### src/rtl/direction_detector.sv
// direction_detector
//   Watches the raster-order pixel stream coming out of the frame buffer,
//   counts red-dominant "target" pixels and sums their column indices over
//   one frame. After the last pixel it compares the centroid (sum_x / count,
//   evaluated without a divider) against two column bounds and reports
//   whether the target sits LEFT, CENTRE or RIGHT of the camera view.
//
// Ports
//   clk           system clock
//   reset         synchronous, active-high reset
//   sof           start of frame, qualified by pixel_valid, marks pixel 0
//   pixel_valid   a pixel is present this cycle (no backpressure)
//   pixel         RGB444 pixel, R=[11:8] G=[7:4] B=[3:0]
//   dir           00 NONE, 01 LEFT, 10 CENTRE, 11 RIGHT
//   dir_valid     one-cycle pulse when dir/target_count refresh for a frame
//   target_count  number of target pixels in the last completed frame
//
// Handshake: pixel_valid is a strict valid with no ready; every cycle with
//   pixel_valid=1 is consumed, cycles with pixel_valid=0 are ignored.
//
// Configuration macro: DIR_FILTER_EN
//   When defined, dir only changes when two consecutive frames produce the
//   same raw decision (simple debounce for the robot steering).

module direction_detector #(
  parameter int IMAGE_WIDTH  = 320,
  parameter int IMAGE_HEIGHT = 240,
  parameter int PIXEL_BITS   = 12,
  parameter int RED_MIN      = 8,
  parameter int RED_MARGIN   = 4,
  parameter int LEFT_BOUND   = IMAGE_WIDTH / 3,
  parameter int RIGHT_BOUND  = 2 * IMAGE_WIDTH / 3,
  parameter int MIN_PIXELS   = 64
) (
  input  logic                                          clk,
  input  logic                                          reset,
  input  logic                                          sof,
  input  logic                                          pixel_valid,
  input  logic [PIXEL_BITS-1:0]                         pixel,
  output logic [1:0]                                    dir,
  output logic                                          dir_valid,
  output logic [$clog2(IMAGE_WIDTH*IMAGE_HEIGHT+1)-1:0] target_count
);

  localparam int FRAME_PIX = IMAGE_WIDTH * IMAGE_HEIGHT;
  localparam int CNT_W     = $clog2(FRAME_PIX + 1);
  localparam int COL_W     = $clog2(IMAGE_WIDTH);
  localparam int SUM_W     = $clog2(IMAGE_WIDTH * IMAGE_WIDTH * IMAGE_HEIGHT);
  localparam int CH        = PIXEL_BITS / 3;
  // One extra bit so channel + margin cannot wrap.
  localparam int CW        = CH + 1;
  localparam int PROD_W    = SUM_W + CNT_W;

  localparam logic [1:0] DIR_NONE   = 2'b00;
  localparam logic [1:0] DIR_LEFT   = 2'b01;
  localparam logic [1:0] DIR_CENTRE = 2'b10;
  localparam logic [1:0] DIR_RIGHT  = 2'b11;

  typedef enum logic [1:0] {IDLE, ACCUM, DECIDE, OUTPUT} state_t;

  state_t             state, state_next;
  // Row is not tracked separately: pix_cnt already identifies the last pixel.
  logic [COL_W-1:0]   col;
  logic [CNT_W-1:0]   pix_cnt;
  logic [CNT_W-1:0]   count;
  logic [SUM_W-1:0]   sum_x;
  logic [1:0]         raw_q;
`ifdef DIR_FILTER_EN
  logic [1:0]         prev_raw;
`endif

  // Per-pixel combinational signals
  logic               accept, start, last, hit;
  logic [COL_W-1:0]   base_col;
  logic [CNT_W-1:0]   base_idx;
  logic [CNT_W-1:0]   base_count;
  logic [SUM_W-1:0]   base_sum;
  logic [CW-1:0]      r, g, b;

  // Decision signals
  logic [PROD_W-1:0]  count_p, sum_p, left_th, right_th;
  logic [1:0]         raw;

  assign r = CW'(pixel[3*CH-1:2*CH]);
  assign g = CW'(pixel[2*CH-1:CH]);
  assign b = CW'(pixel[CH-1:0]);

  assign hit = (r >= CW'(RED_MIN)) &&
               (r >= g + CW'(RED_MARGIN)) &&
               (r >= b + CW'(RED_MARGIN));

  always_comb begin
    state_next = state;
    accept     = 1'b0;
    start      = 1'b0;
    case (state)
      IDLE: begin
        if (pixel_valid && sof) begin
          accept     = 1'b1;
          start      = 1'b1;
          state_next = ACCUM;
        end
      end
      ACCUM: begin
        if (pixel_valid) begin
          accept = 1'b1;
          start  = sof;   // sof mid-frame drops the partial frame
        end
      end
      DECIDE:  state_next = OUTPUT;
      OUTPUT:  state_next = IDLE;
      default: state_next = IDLE;
    endcase

    // A starting pixel sees zeroed counters/accumulators.
    base_col   = start ? '0 : col;
    base_idx   = start ? '0 : pix_cnt;
    base_count = start ? '0 : count;
    base_sum   = start ? '0 : sum_x;

    last = accept && (base_idx == CNT_W'(FRAME_PIX - 1));
    if (last) state_next = DECIDE;
  end

  // Centroid test without division: sum_x/count < B  <=>  sum_x < count*B.
  always_comb begin
    count_p  = PROD_W'(count);
    sum_p    = PROD_W'(sum_x);
    left_th  = count_p * PROD_W'(LEFT_BOUND);
    right_th = count_p * PROD_W'(RIGHT_BOUND);
    raw      = DIR_CENTRE;
    if (count_p < PROD_W'(MIN_PIXELS))
      raw = DIR_NONE;
    else if (sum_p < left_th)
      raw = DIR_LEFT;
    else if (sum_p >= right_th)
      raw = DIR_RIGHT;
  end

  always_ff @(posedge clk) begin
    if (reset) begin
      state        <= IDLE;
      col          <= '0;
      pix_cnt      <= '0;
      count        <= '0;
      sum_x        <= '0;
      raw_q        <= DIR_NONE;
      dir          <= DIR_NONE;
      dir_valid    <= 1'b0;
      target_count <= '0;
`ifdef DIR_FILTER_EN
      prev_raw     <= DIR_NONE;
`endif
    end else begin
      state     <= state_next;
      dir_valid <= (state == OUTPUT);

      if (accept) begin
        col     <= (base_col == COL_W'(IMAGE_WIDTH - 1)) ? '0 : base_col + 1'b1;
        pix_cnt <= base_idx + 1'b1;
        count   <= base_count + CNT_W'(hit);
        sum_x   <= base_sum + (hit ? SUM_W'(base_col) : '0);
      end

      if (state == DECIDE)
        raw_q <= raw;

      if (state == OUTPUT) begin
        target_count <= count;
`ifdef DIR_FILTER_EN
        if (raw_q == prev_raw)
          dir <= raw_q;
        prev_raw <= raw_q;
`else
        dir <= raw_q;
`endif
      end
    end
  end

endmodule

### config.mk
export PLATFORM = sky130hd
export DESIGN_NAME = direction_detector
export DESIGN_NICKNAME = d
export VERILOG_FILES = /design/src/rtl/direction_detector.sv
export SDC_FILE = /design/constraint.sdc
export NUM_CORES = 1
export LEC_CHECK = 0
export ABC_AREA = 1
export BUFFER_PORTS_ARGS = -buffer_cell sky130_fd_sc_hd__buf_2
export CAP_MARGIN = 40
export CORE_AREA = 2 2 139 141
export CTS_CLUSTER_DIAMETER = 100
export DETAILED_ROUTE_END_ITERATION = 7
export DIE_AREA = 0 0 141 143
export HOLD_SLACK_MARGIN = 0.03
export PLACE_DENSITY = 0.74
export SLEW_MARGIN = 20
export SYNTH_ARGS = -nofsm -noshare
export SYNTH_HDL_FRONTEND = slang
export SYNTH_SLANG_ARGS = --single-unit
### constraint.sdc
create_clock -name clk -period 4.5 [get_ports clk]
set_clock_uncertainty 0.15 [all_clocks]
set_input_delay 0.9 -clock clk [delete_from_list [all_inputs] [get_ports clk]]
set_output_delay 0.9 -clock clk [all_outputs]
set_load 0.005 [all_outputs]
# Yosys cells after proc, flatten, opt, wreduce, memory -nomap -nowiden
# Cells that the tools add are included.
word_totals:
  ramBits: 0
  romBits: 0
  elab_cells: 58
  reg_bits: 92
  output_inout_bits: 20
  memories: 0
  latchBits: 0
classes:
  eq_ne: 7
  magnitude_cmp: 6
  bitwise_logic: 0
  n_mux: 17
  add_sub_neg: 6
  n_div: 0
  n_reduce_logical: 10
  shift: 0
  n_mul: 2
op_table:
  columns: ["op", "n"]
  rows:
  - ["17-bit 2-to-1 mux", 2]
  - ["9-bit 2-to-1 mux", 3]
  - ["25-bit by 9-bit adder with 25-bit output", 1]
  - ["25-bit >= comparator", 1]
  - ["25-bit by 24-bit less-than comparator with 1-bit output", 1]
  - ["17-bit by 8-bit multiplier with 25-bit output (second input constant)", 1]
  - ["25-bit 2-to-1 mux", 1]
  - ["17-bit by 6-bit multiplier with 23-bit output (second input constant)", 1]
  - ["17-bit by 1-bit adder with 17-bit output", 1]
  - ["17-bit by 1-bit adder with 17-bit output (second input constant)", 1]
  - ["17-bit equality test (second input constant)", 1]
  - ["17-bit by 7-bit less-than comparator with 1-bit output (second input constant)", 1]
  - ["4-bit by 3-bit adder with 5-bit output (second input constant)", 2]
  - ["4-bit by 5-bit >= comparator with 1-bit output", 2]
  - ["9-bit by 1-bit adder with 9-bit output (second input constant)", 1]
  - ["9-bit equality test (second input constant)", 1]
  - ["2-bit 2-to-1 mux", 4]
  - ["2-bit one-hot mux with 3 select lines", 1]
  - ["2-bit equality test (second input constant)", 2]
  - ["4-bit >= comparator (second input constant)", 1]
  - ["1-bit logical AND", 4]
  - ["1-bit 2-to-1 mux", 4]
  - ["1-bit one-hot mux with 2 select lines", 2]
  - ["2-bit AND reduction", 2]
  - ["7 further kinds", 7]

# Logic depth before layout (Yosys ltp)
logic_depth:
  depth_word: 8
  mapped_depth: 30
  mapped_depth_nobuf: 30

# Worst setup path before layout
# OpenSTA, ideal clock, no wires.
synth_timing:
  path_kind: "register to register"
  startpoint: "register count[7]"
  endpoint: "register raw_q[0]"
  stages_incl_launch_ff: 29
  path_slack_ns: -0.448
  t_required_ns: 4.218
  setup_ns: 0.132
  arrival_time_ns: 4.666
  n_path_buf: 0
  path_cell_list: "dfxtp_1 inv_1 ha_1 inv_1 fa_1 inv_1 fa_1 inv_1 fa_1 inv_1 ha_1 nand2_1 nor4_1 a21oi_1 o21bai_1 xnor2_1 ha_1 nand2_1 inv_1 nand2_1 nand2_1 nand2_1 nand2_1 nor2_1 nand2_1 nor2_1 nand2_1 nand2_1 a21oi_1"
synth_via:
  elab_chain_cells: 5
  word_cells_on_any_way: 8
  cone_classes: "mul: 2; order compare: 3; mux: 3"
synth_rtl:
  columns: ["element", "line", "text"]
  rows:
  - ["from (decl)", "65", "logic [CNT_W-1:0] count;"]
  - ["from (signal assigned)", "161", "count <= base_count + CNT_W'(hit);"]
  - ["17-bit by 8-bit multiplier with 25-bit output", "130", "right_th = count_p * PROD_W'(RIGHT_BOUND);"]
  - ["25-bit >= comparator", "136", "else if (sum_p >= right_th)"]
  - ["1-bit 2-to-1 mux", "136", null]
  - ["2-bit 2-to-1 mux", "134", "else if (sum_p < left_th)"]
  - ["2-bit 2-to-1 mux (*)", "132", "if (count_p < PROD_W'(MIN_PIXELS))"]
  - ["to (signal assigned)", "166", "raw_q <= raw;"]
  - ["to (decl)", "67", "logic [1:0] raw_q;"]
# Every way passes the cells marked *; elsewhere a longest branch is shown, timed or not.
# A chain may end at the register's enable or synchronous reset.

# Worst setup path after layout
layout_timing:
  startpoint: "register count[9]"
  endpoint: "register raw_q[0]"
# Same word-level chain as after synthesis.

==> reports/qor.txt <==
Via Count: 10,600
Total Nets Final: 1,948
Slowest cell on the critical path: fa_1
Ant. Diodes: 0
Worst VDD drop: 178 uV
Worst R2R Start: count[9]$_SDFFE_PP0P_
GP Congestion: 0.972
Final setup vio count: 2
Switch Pwr: 591 uW
Fill cells: 1,473
Main synth FF type: dfxtp_1
Worst setup EP type: flip-flop
Worst-path maximum fanout: 7
WL final: 30,400 um
Worst path max stage delay: 0.55 ns
Area share of the largest cell type after synthesis: 0.206
Final worst-path cycle share: 1.10
Hold Crit Start: col[1]$_SDFFE_PP0P_
Fmax: 0.202 GHz
Initial antenna violation count: 0
Top post-synthesis cells by area: ha_1, dfxtp_1, fa_1
Layout cells sized above 1: 0.243
Final min period: 4.96 ns
Worst-margin pin slew: 0.563 ns
Most frequent cell after synthesis: nand2_1
Port Buf Inserts: 35
WHS Endpoint: col[1]$_SDFFE_PP0P_
Critical Path RT: 4.65 ns
Unrepaired setup endpoints after global routing: true
Total Power: 1.91 mW
Worst-Skew Late Latency: 0.37 ns
Final hold violation count: 0
Net Sw Frac: 0.310
CTS Root Cell: clkbuf_16
Die Span Y: 143 um
Worst path arrival time: 5.11 ns
Vias/cell: 5.46
Core area: 18,600 sq um
Async S/R FF share, synth: 0
Synth cell count leaders: nand2_1, inv_1, ha_1
Detailed Route Iter0 Violations: 591
# DRC: 0
Final Core Density: 0.722
CTS sink count: 92
Seq pwr share: 0.435
Worst Hold Depth: 2
Die width: 141 um
Max_slew headroom: 0.625
Status: finished, violations left
Critical path's top delay family: adder cells
Violated checks: negative setup slack
Mapped Cells: 1,498
Site row count: 50
Final Cell Area: 13,400 sq um
Clk slew on worst S/H paths: 0.08 ns
PwrDens: 142 nW/um^2
Max Root-Sink Buffers: 2
Largest area contributor in the netlist: ha_1
Dpl cell area: 12,600 sq um
First-pass GRT wire length: 50,100 um
Total GRT Usage: 0.309
Area Overhead vs Synth: 26.7%
Clock share of power: 0.415
Post-synth EDFFs: 0
Crit path kind: reg2reg
Static leakage: 6.82 nW
WP buf/inv: 5
Total congestion overflow: 0
Drt pass-1 iters: 7
Unique cell type count in the Yosys netlist: 46
Post-synthesis cell area: 10,600 sq um
Reg-to-reg endpoint: raw_q[0]$_SDFFE_PP0P_
Die Area: 20,200 sq um
Mapped Avg Cell Area: 7.07 sq um
Yosys warnings: 0
Num CTS Buffers: 9
Largest net degree at the start of global routing: 56
Placed Instances: 1,913
Post-detail-place hpwl: 23,500 um
Hold buffers post-CTS: 0
#FFs+latches synth: 92
Vias in the first global route: 10,700
TritonCTS clock tree: yes
Internal power: 1.31 mW
Syn Nets: 1,744
Antenna violation net count after detailed routing: 0
Max Slew Vio Count: 0
Routed len/inst: 15.7 um
Max cap viols: 0
Sequential area share after synthesis: 0.174
Initial Utilization: 0.570
Hold crit path type: reg2reg
Pre-CTS setup slack: -0.469 ns
R2r setup slk: -0.46 ns
Final worst slack: -0.461 ns
Top-Level Pins: 36
H-tree Lvls: 3
Logic pwr share: 0.149
CP Launch Type: flip-flop
R2R depth: 26
Final cell count without fillers: 1,941
==> registers in the layout, indices dropped and copies added, names as in the netlist, 2 cells and up <==
name	flops
pix_cnt	17
raw_q	2
state	2
dir	2
col	9
sum_x	25
count	17
target_count	17
==> layout by cell type (no fill, tap or decap), types with 5 or more instances in the layout <==
| master | netlist | final |
|---|---|---|
| a21o_1 | 6 | 6 |
| a21oi_1 | 120 | 97 |
| a21oi_2 | 0 | 20 |
| buf_2 | 10 | 35 |
| buf_4 | 2 | 185 |
| clkbuf_16 | 0 | 9 |
| dfxtp_1 | 92 | 78 |
| dfxtp_4 | 0 | 10 |
| fa_1 | 56 | 52 |
| ha_1 | 174 | 142 |
| ha_4 | 0 | 31 |
| inv_1 | 241 | 219 |
| inv_2 | 6 | 26 |
| nand2_1 | 295 | 278 |
| nand2_2 | 8 | 20 |
| nand2_4 | 0 | 5 |
| nand3_1 | 64 | 62 |
| nand4_1 | 19 | 19 |
| nor2_1 | 158 | 149 |
| nor2_2 | 7 | 13 |
| nor2_4 | 2 | 5 |
| nor3_1 | 28 | 25 |
| nor3_2 | 3 | 5 |
| o21a_1 | 7 | 7 |
| o21ai_0 | 77 | 62 |
| o21ai_1 | 6 | 15 |
| o21ai_2 | 0 | 5 |
| o21bai_1 | 11 | 11 |
| xnor2_1 | 19 | 19 |
| xor2_1 | 27 | 25 |
==> what timing repair did <==
action                                  4_1_cts  5_1_grt
pin swaps                                    46       40
hold endpoints to repair                      0        0
endpoints found under the setup margin        2        2
gates resized for setup                      57       46
setup buffers                                 6        6
==> kinds of logic after synthesis <==
family          synth area share
compound gates             0.123
fa+ha+maj                  0.312
buf+inv                    0.104
flops                      0.174
xor+xnor                  0.0381
simple gates               0.250
==> worst max path at each step <==
stage | startpoint | to | slack [ns] | cells after the start
floorplan | count[7]$_SDFFE_PP0P_ | raw_q[0]$_SDFFE_PP0P_ | -0.02 | 28
global placement | count[11]$_SDFFE_PP0P_ | raw_q[0]$_SDFFE_PP0P_ | -0.42 | 27
detailed placement | count[11]$_SDFFE_PP0P_ | raw_q[0]$_SDFFE_PP0P_ | -0.47 | 26
CTS | count[5]$_SDFFE_PP0P_ | raw_q[0]$_SDFFE_PP0P_ | -0.32 | 27
global route | count[10]$_SDFFE_PP0P_ | raw_q[0]$_SDFFE_PP0P_ | -0.71 | 27
finish | count[9]$_SDFFE_PP0P_ | raw_q[0]$_SDFFE_PP0P_ | -0.46 | 26
==> metal layers <==
layer / global-route usage / wire length (um) / vias to the layer above
met5: 0 / 0 / -
met4: 0.112 / 847 / 0
met3: 0.0402 / 1490 / 63
met2: 0.544 / 14900 / 292
met1: 0.389 / 13200 / 4967
li1: - / - / 5273
==> power groups by stage <==
| stage | clock network [mW] | registers, mW | logic, mW |
|---|---|---|---|
| finish | 0.791 | 0.830 | 0.284 |
| global route | 0.830 | 0.831 | 0.321 |
| CTS | 0.801 | 0.829 | 0.281 |
| detailed placement | 0 | 0.849 | 0.274 |
| global placement | 0 | 0.849 | 0.265 |
| floorplan | 0 | 0.846 | 0.190 |
==> cell type report <==
| type | count | area [sq um] | area share |
|---|---|---|---|
| clock inverter | 7 | 67.6 | 0.00504 |
| inverter | 249 | 940 | 0.0701 |
| tap | 234 | 293 | 0.0218 |
| sequential | 92 | 1880 | 0.140 |
| timing repair buffer | 222 | 1590 | 0.119 |
| clock buffer | 9 | 225 | 0.0168 |
| multi-input combinational | 1128 | 8410 | 0.627 |
==> metrics by stage <==
stage / hold WS, ns / TNS [ns]
global route: 0.333 / -1.06
CTS: 0.319 / -0.366
detailed placement: 0.306 / -0.813
global placement: 0.303 / -0.666
floorplan: 0.292 / -0.0243
finish: 0.319 / -0.630
==> tightest hold or removal path, cell delays in order (launching register included) <==
cell and delay (ns):
dfxtp_1 0.31, nand2_1 0.06, a21oi_1 0.06
Power figures use the tool's default switching activity.
